--- config.mk ---
export PLATFORM = sky130hd
export DESIGN_NAME = fetch_unit
export DESIGN_NICKNAME = d
export VERILOG_FILES = /design/src/rtl/fetch_pkg.sv /design/src/rtl/fetch_pc_reg.sv /design/src/rtl/fetch_unit.sv
export SDC_FILE = /design/constraint.sdc
export NUM_CORES = 1
export LEC_CHECK = 0
export CORE_MARGIN = 2
export CORE_UTILIZATION = 42
export CTS_BUF_LIST = sky130_fd_sc_hd__clkbuf_16
export CTS_CLUSTER_SIZE = 8
export DETAILED_ROUTE_END_ITERATION = 16
export GPL_ROUTABILITY_DRIVEN = 1
export PLACE_DENSITY_LB_ADDON = 0.3
export RECOVER_POWER = 50
export SLEW_MARGIN = 15
export SYNTH_ARGS = -nofsm -noshare
export SYNTH_HDL_FRONTEND = slang
export SYNTH_HIERARCHICAL = 1
export SYNTH_SLANG_ARGS = --single-unit
--- constraint.sdc ---
create_clock -name clk -period 3.9 [get_ports clk]
set_input_delay 0.78 -clock clk [delete_from_list [all_inputs] [get_ports clk]]
set_output_delay 0.78 -clock clk [all_outputs]
set_load 0.02 [all_outputs]
--- src/rtl/fetch_pkg.sv ---
// fetch_pkg: shared definitions for the instruction-fetch stage.
//   - FSM state encodings (fetch_state_e)
//   - next-PC selector encodings (pc_sel_e)
//   - default address/instruction widths, reset PC and NOP encoding
package fetch_pkg;

  localparam int unsigned FETCH_ADDR_W   = 16;
  localparam int unsigned FETCH_INSTR_W  = 32;
  localparam logic [15:0] FETCH_RESET_PC = 16'h0000;
  localparam logic [31:0] FETCH_NOP      = 32'h0000_0000;

  typedef enum logic [1:0] {
    FETCH_IDLE   = 2'd0,
    FETCH_RUN    = 2'd1,
    FETCH_HALTED = 2'd2
  } fetch_state_e;

  typedef enum logic [1:0] {
    PC_HOLD     = 2'd0,
    PC_INC      = 2'd1,
    PC_REDIRECT = 2'd2
  } pc_sel_e;

endpackage

--- src/rtl/fetch_pc_reg.sv ---
// fetch_pc_reg: program-counter register with next-PC mux.
// Ports:
//   clk, rst     - clock, synchronous active-high reset (loads RESET_PC)
//   sel          - next-PC select (pc_sel_e: hold / increment / redirect)
//   redirect_pc  - target loaded when sel == PC_REDIRECT
//   pc           - current PC (increment wraps modulo 2^ADDR_W)
module fetch_pc_reg
  import fetch_pkg::*;
#(
  parameter int unsigned       ADDR_W   = FETCH_ADDR_W,
  parameter logic [ADDR_W-1:0] RESET_PC = FETCH_RESET_PC
) (
  input  logic              clk,
  input  logic              rst,
  input  logic [1:0]        sel,
  input  logic [ADDR_W-1:0] redirect_pc,
  output logic [ADDR_W-1:0] pc
);

  always_ff @(posedge clk) begin
    if (rst) begin
      pc <= RESET_PC;
    end else begin
      case (sel)
        PC_INC:      pc <= pc + 1'b1;
        PC_REDIRECT: pc <= redirect_pc;
        default:     pc <= pc;
      endcase
    end
  end

endmodule

--- src/rtl/fetch_unit.sv ---
// fetch_unit: instruction-fetch stage. Owns the PC, drives the ROM address and
// captures the combinational ROM word into an IF/ID register toward decode.
// Optional performance counters are enabled by defining FETCH_PERF_EN;
// otherwise perf_fetched/perf_stalls are tied to zero.
// Ports:
//   clk, rst                   - clock, synchronous active-high reset
//   start                      - leave IDLE and begin fetching
//   imem_addr / imem_data      - ROM address (= PC) and same-cycle read data
//   out_valid/out_ready        - IF/ID handshake toward decode
//   out_instr/out_pc           - captured instruction and its PC
//   redirect_valid/redirect_pc - taken branch/jump: load PC, flush IF/ID
//   halt_req                   - stop fetching (exit via redirect or rst)
//   state_o                    - current FSM state (debug)
//   perf_fetched/perf_stalls   - capture and backpressure-cycle counters
module fetch_unit
  import fetch_pkg::*;
#(
  parameter int unsigned       ADDR_W   = FETCH_ADDR_W,
  parameter int unsigned       INSTR_W  = FETCH_INSTR_W,
  parameter logic [ADDR_W-1:0] RESET_PC = FETCH_RESET_PC
) (
  input  logic               clk,
  input  logic               rst,
  input  logic               start,
  output logic [ADDR_W-1:0]  imem_addr,
  input  logic [INSTR_W-1:0] imem_data,
  output logic               out_valid,
  input  logic               out_ready,
  output logic [INSTR_W-1:0] out_instr,
  output logic [ADDR_W-1:0]  out_pc,
  input  logic               redirect_valid,
  input  logic [ADDR_W-1:0]  redirect_pc,
  input  logic               halt_req,
  output logic [1:0]         state_o,
  output logic [31:0]        perf_fetched,
  output logic [31:0]        perf_stalls
);

  fetch_state_e      state_q, state_d;
  pc_sel_e           pc_sel;
  logic [ADDR_W-1:0] pc_q;
  logic              load;
  logic              capture;
  logic              out_clear;

  fetch_pc_reg #(
    .ADDR_W   (ADDR_W),
    .RESET_PC (RESET_PC)
  ) u_pc (
    .clk         (clk),
    .rst         (rst),
    .sel         (pc_sel),
    .redirect_pc (redirect_pc),
    .pc          (pc_q)
  );

  assign imem_addr = pc_q;
  assign state_o   = state_q;

  always_ff @(posedge clk) begin
    if (rst) state_q <= FETCH_IDLE;
    else     state_q <= state_d;
  end

  // Redirect outranks both capture and halt for the PC; halt alone decides
  // the next state when both arrive together.
  always_comb begin
    state_d   = state_q;
    pc_sel    = PC_HOLD;
    capture   = 1'b0;
    out_clear = 1'b0;
    load      = !out_valid || out_ready;
    case (state_q)
      FETCH_IDLE: begin
        out_clear = 1'b1;
        if (start) state_d = FETCH_RUN;
      end
      FETCH_RUN: begin
        if (redirect_valid) begin
          pc_sel    = PC_REDIRECT;
          out_clear = 1'b1;
        end else if (halt_req) begin
          // no capture; a pending word drains only once decode takes it
          out_clear = out_ready;
        end else if (load) begin
          pc_sel  = PC_INC;
          capture = 1'b1;
        end
        if (halt_req) state_d = FETCH_HALTED;
      end
      FETCH_HALTED: begin
        if (redirect_valid) begin
          pc_sel    = PC_REDIRECT;
          out_clear = 1'b1;
          if (!halt_req) state_d = FETCH_RUN;
        end else begin
          out_clear = out_ready;
        end
      end
      default: begin
        state_d   = FETCH_IDLE;
        out_clear = 1'b1;
      end
    endcase
  end

  always_ff @(posedge clk) begin
    if (rst) begin
      out_valid <= 1'b0;
      out_instr <= INSTR_W'(FETCH_NOP);
      out_pc    <= '0;
    end else if (capture) begin
      out_valid <= 1'b1;
      out_instr <= imem_data;
      out_pc    <= pc_q;
    end else if (out_clear) begin
      out_valid <= 1'b0;
    end
  end

`ifdef FETCH_PERF_EN
  logic [31:0] fetched_q;
  logic [31:0] stalls_q;

  always_ff @(posedge clk) begin
    if (rst) begin
      fetched_q <= '0;
      stalls_q  <= '0;
    end else begin
      if (capture) fetched_q <= fetched_q + 32'd1;
      if (state_q == FETCH_RUN && out_valid && !out_ready)
        stalls_q <= stalls_q + 32'd1;
    end
  end

  assign perf_fetched = fetched_q;
  assign perf_stalls  = stalls_q;
`else
  assign perf_fetched = '0;
  assign perf_stalls  = '0;
`endif

endmodule

==> results.md <==
* Clock input transition at the sequential cells of the worst setup and hold paths at 0.06 ns
* Final setup TNS at 0 ns
* Routed met1 length at 3.75 mm
* Avg Cell Area, Syn at 8.95 µm²
* Yosys warnings at 6
* Tot Pwr at 2.31 mW
* Slew @ Worst Pin at 0.824 ns
* Area leader, netlist: dfxtp_1
* Period utilisation layout at 0.780
* Top sig layer: met4
* Setup Fix Bufs, Post-CTS at 0
* Die W at 101 µm
* PwrDens at 439 nW/µm²
* # rows at 35
* Aggregate global-route resource usage at 0.165
* Main flop type after synthesis: dfxtp_1
* Core Box Area at 9150 µm²
* Routed vias/inst at 4.81
* WHS Path Cells at 2
* H-tree depth at 3
* Area of placed instances at 4930 µm²
* Routed met2 length at 4.17 mm
* Path depth of the worst reg2reg path at 10
* Clock share of power at 0.398
* WP data required at 4.15 ns
* Vias in the first global route at 2851
* CP max FO at 9
* Die Height at 101 µm
* Via Count at 3191
* Initial DRC count at 102
* Setup Viol. Count Final at 0
* Most instantiated cells after synthesis: nand2b_1 (102), buf_4 (67), dfxtp_1 (67)
* FILL cells at 814
* Tmin final at 3.04 ns
* Resized Gates After CTS at 0
* Layout Nets at 610
* Placed Cells incl. Taps at 648
* # hold bufs at CTS at 0
* P_leak at 2.14 nW
* Sw power at 687 µW
* Diodes inserted at 0
* # port buffers at 120
* Post-detail-place hpwl at 6.05 mm
* Post-route ant nets at 0
* Status: complete, no violations
* Fmax at 329 MHz
* Global route total overflow at 0
* Max-Cap Viols at 0
* Largest net degree at the start of global routing at 62
* WL per Instance at 13.0 µm
* Post-synthesis async set-or-reset flop share at 0
* Worst slew margin at 0.451
* First-pass GRT wire length at 13.6 mm
* Power Internal at 1.62 mW
* Design area at 5270 µm²
* Synthesized area at 3920 µm²
* RSZ-0062 raised after global routing: false
* Worst Hold Class: flop to flop
* Max VDD drop at 0.185 mV
* Switching Share at 0.297
* IO Pins at 185
* Top-area cell type share of the netlist area at 0.342
* DR WL met3 at 600 µm
* WS Path Type: input pin to flop
* Logic pwr share at 0.258
* Non-filler instance count after layout at 664
* Seq pwr share at 0.343
* Post-Syn Instances at 438
* Clock Path Buffers at 2
* Layout cells sized above 1 at 0.0488
* TritonCTS clock tree: yes
* EDFF count, synth at 0
* Placer Congestion at 0.859
* Final hold vios at 0
* Post-route clock skew at 0.00670 ns
* Cell variety after synth at 44
* Post-Route WL at 8.61 mm
* Slew Limit Fails at 0
* Area contributors post-synth: dfxtp_1 (34%), nand2b_1 (16%), mux2i_1 (14%)
* Die area at 10100 µm²
* DR pass1 iterations at 5
* Most frequent cell after synthesis: nand2b_1
* Seq/Total Area, Yosys at 0.342
* Startpoint Class: input pin
* Critical Path End Type: flop
* Worst-skew pair later-pin latency at 0.32 ns
* Number of remaining DRC errors at 0
* Clock sink total at 67
* Area grow syn2layout at 34.4%
* #FFs+latches synth at 67
* Initial Util at 0.428
* CTS buffer count at 9
* Crit path arrival time at 3.29 ns
* Initial antenna violation count at 0
* Clk root buf: clkbuf_16
## sequential cells by signal, indices dropped and copies added (netlist names)
signal     count
out_instr     32
out_valid      1
out_pc        16
u_pc/pc       16
state_o        2
## power groups by stage
stage / clock, mW / sequential (mW) / combinational (mW)
3_3_place_gp: 0 / 0.808 / 0.603
4_1_cts: 0.949 / 0.796 / 0.617
6_report: 0.921 / 0.793 / 0.597
2_1_floorplan: 0 / 0.858 / 0.398
5_1_grt: 0.981 / 0.803 / 0.652
3_5_place_dp: 0 / 0.811 / 0.614
## cell families (layout without fill, tap and decap cells)
| logic type | Yosys count | in the layout | synth area share |
|---|---|---|---|
| and+or+nand+nor | 163 | 163 | 0.249 |
| DFF | 67 | 67 | 0.342 |
| AOI/OAI and AO/OA | 45 | 45 | 0.0769 |
| other | 1 | 64 | 0.000956 |
| buffers and inverters | 100 | 152 | 0.167 |
| muxes | 54 | 54 | 0.138 |
| adders and majority gates | 8 | 8 | 0.0255 |
## per-layer routing
metal,track usage,up-vias
met1,0.210,1483
met3,0.0361,7
met5,0,-
met4,0.0601,0
met2,0.275,130
li1,-,1571
## layout by cell type (no fill, tap or decap), types with 11 or more instances in the layout
master           instances
clkdlybuf4s50_1         54
conb_1                  64
dfxtp_1                 67
dlygate4sd3_1           65
inv_1                   11
mux2i_1                 53
nand2_1                 12
nand2b_1               102
nor2_1                  16
## area by class of cell
cell class | instances | area, µm² | share of cell area
tap | 111 | 139 | 0.0264
clock buffer | 9 | 225 | 0.0427
sequential | 67 | 1340 | 0.255
timing repair buffer | 125 | 1250 | 0.237
inverter | 11 | 41.3 | 0.00784
clock inverter | 7 | 115 | 0.0218
multi-input combinational | 334 | 2160 | 0.410
## worst paths after layout
| kind | slack [ns] | start | endpoint |
|---|---|---|---|
| worst min-delay path | 0.46 | out_pc[5] | out_pc[5] |
| worst max-delay path | 0.86 | halt_req | u_pc/pc[11] |
| worst max register to register | 1.30 | state_o[1] | u_pc/pc[11] |
| worst min register to register | 0.46 | out_pc[5] | out_pc[5] |
## worst max-delay path: stages
cell and delay (ns):
dlygate4sd3_1 0.57, nand2b_1 0.16, or3_4 0.34, inv_2 0.07, inv_1 0.04, ha_1 0.40, or2_2 0.40, or3_1 0.35
a31oi_1 0.17
## per-stage QoR
stage / hold WS, ns / worst slack (ns) / utilization
final: 0.464 / 0.859 / 0.576
after global routing: 0.486 / 0.761 / 0.576
after CTS: 0.473 / 1.01 / 0.576
after detailed placement: 0.460 / 0.695 / 0.538
after global placement: 0.458 / 0.723 / 0.538
after floorplan: 0.546 / 0.898 / -
No activity file was read; power rests on OpenSTA's default activity.
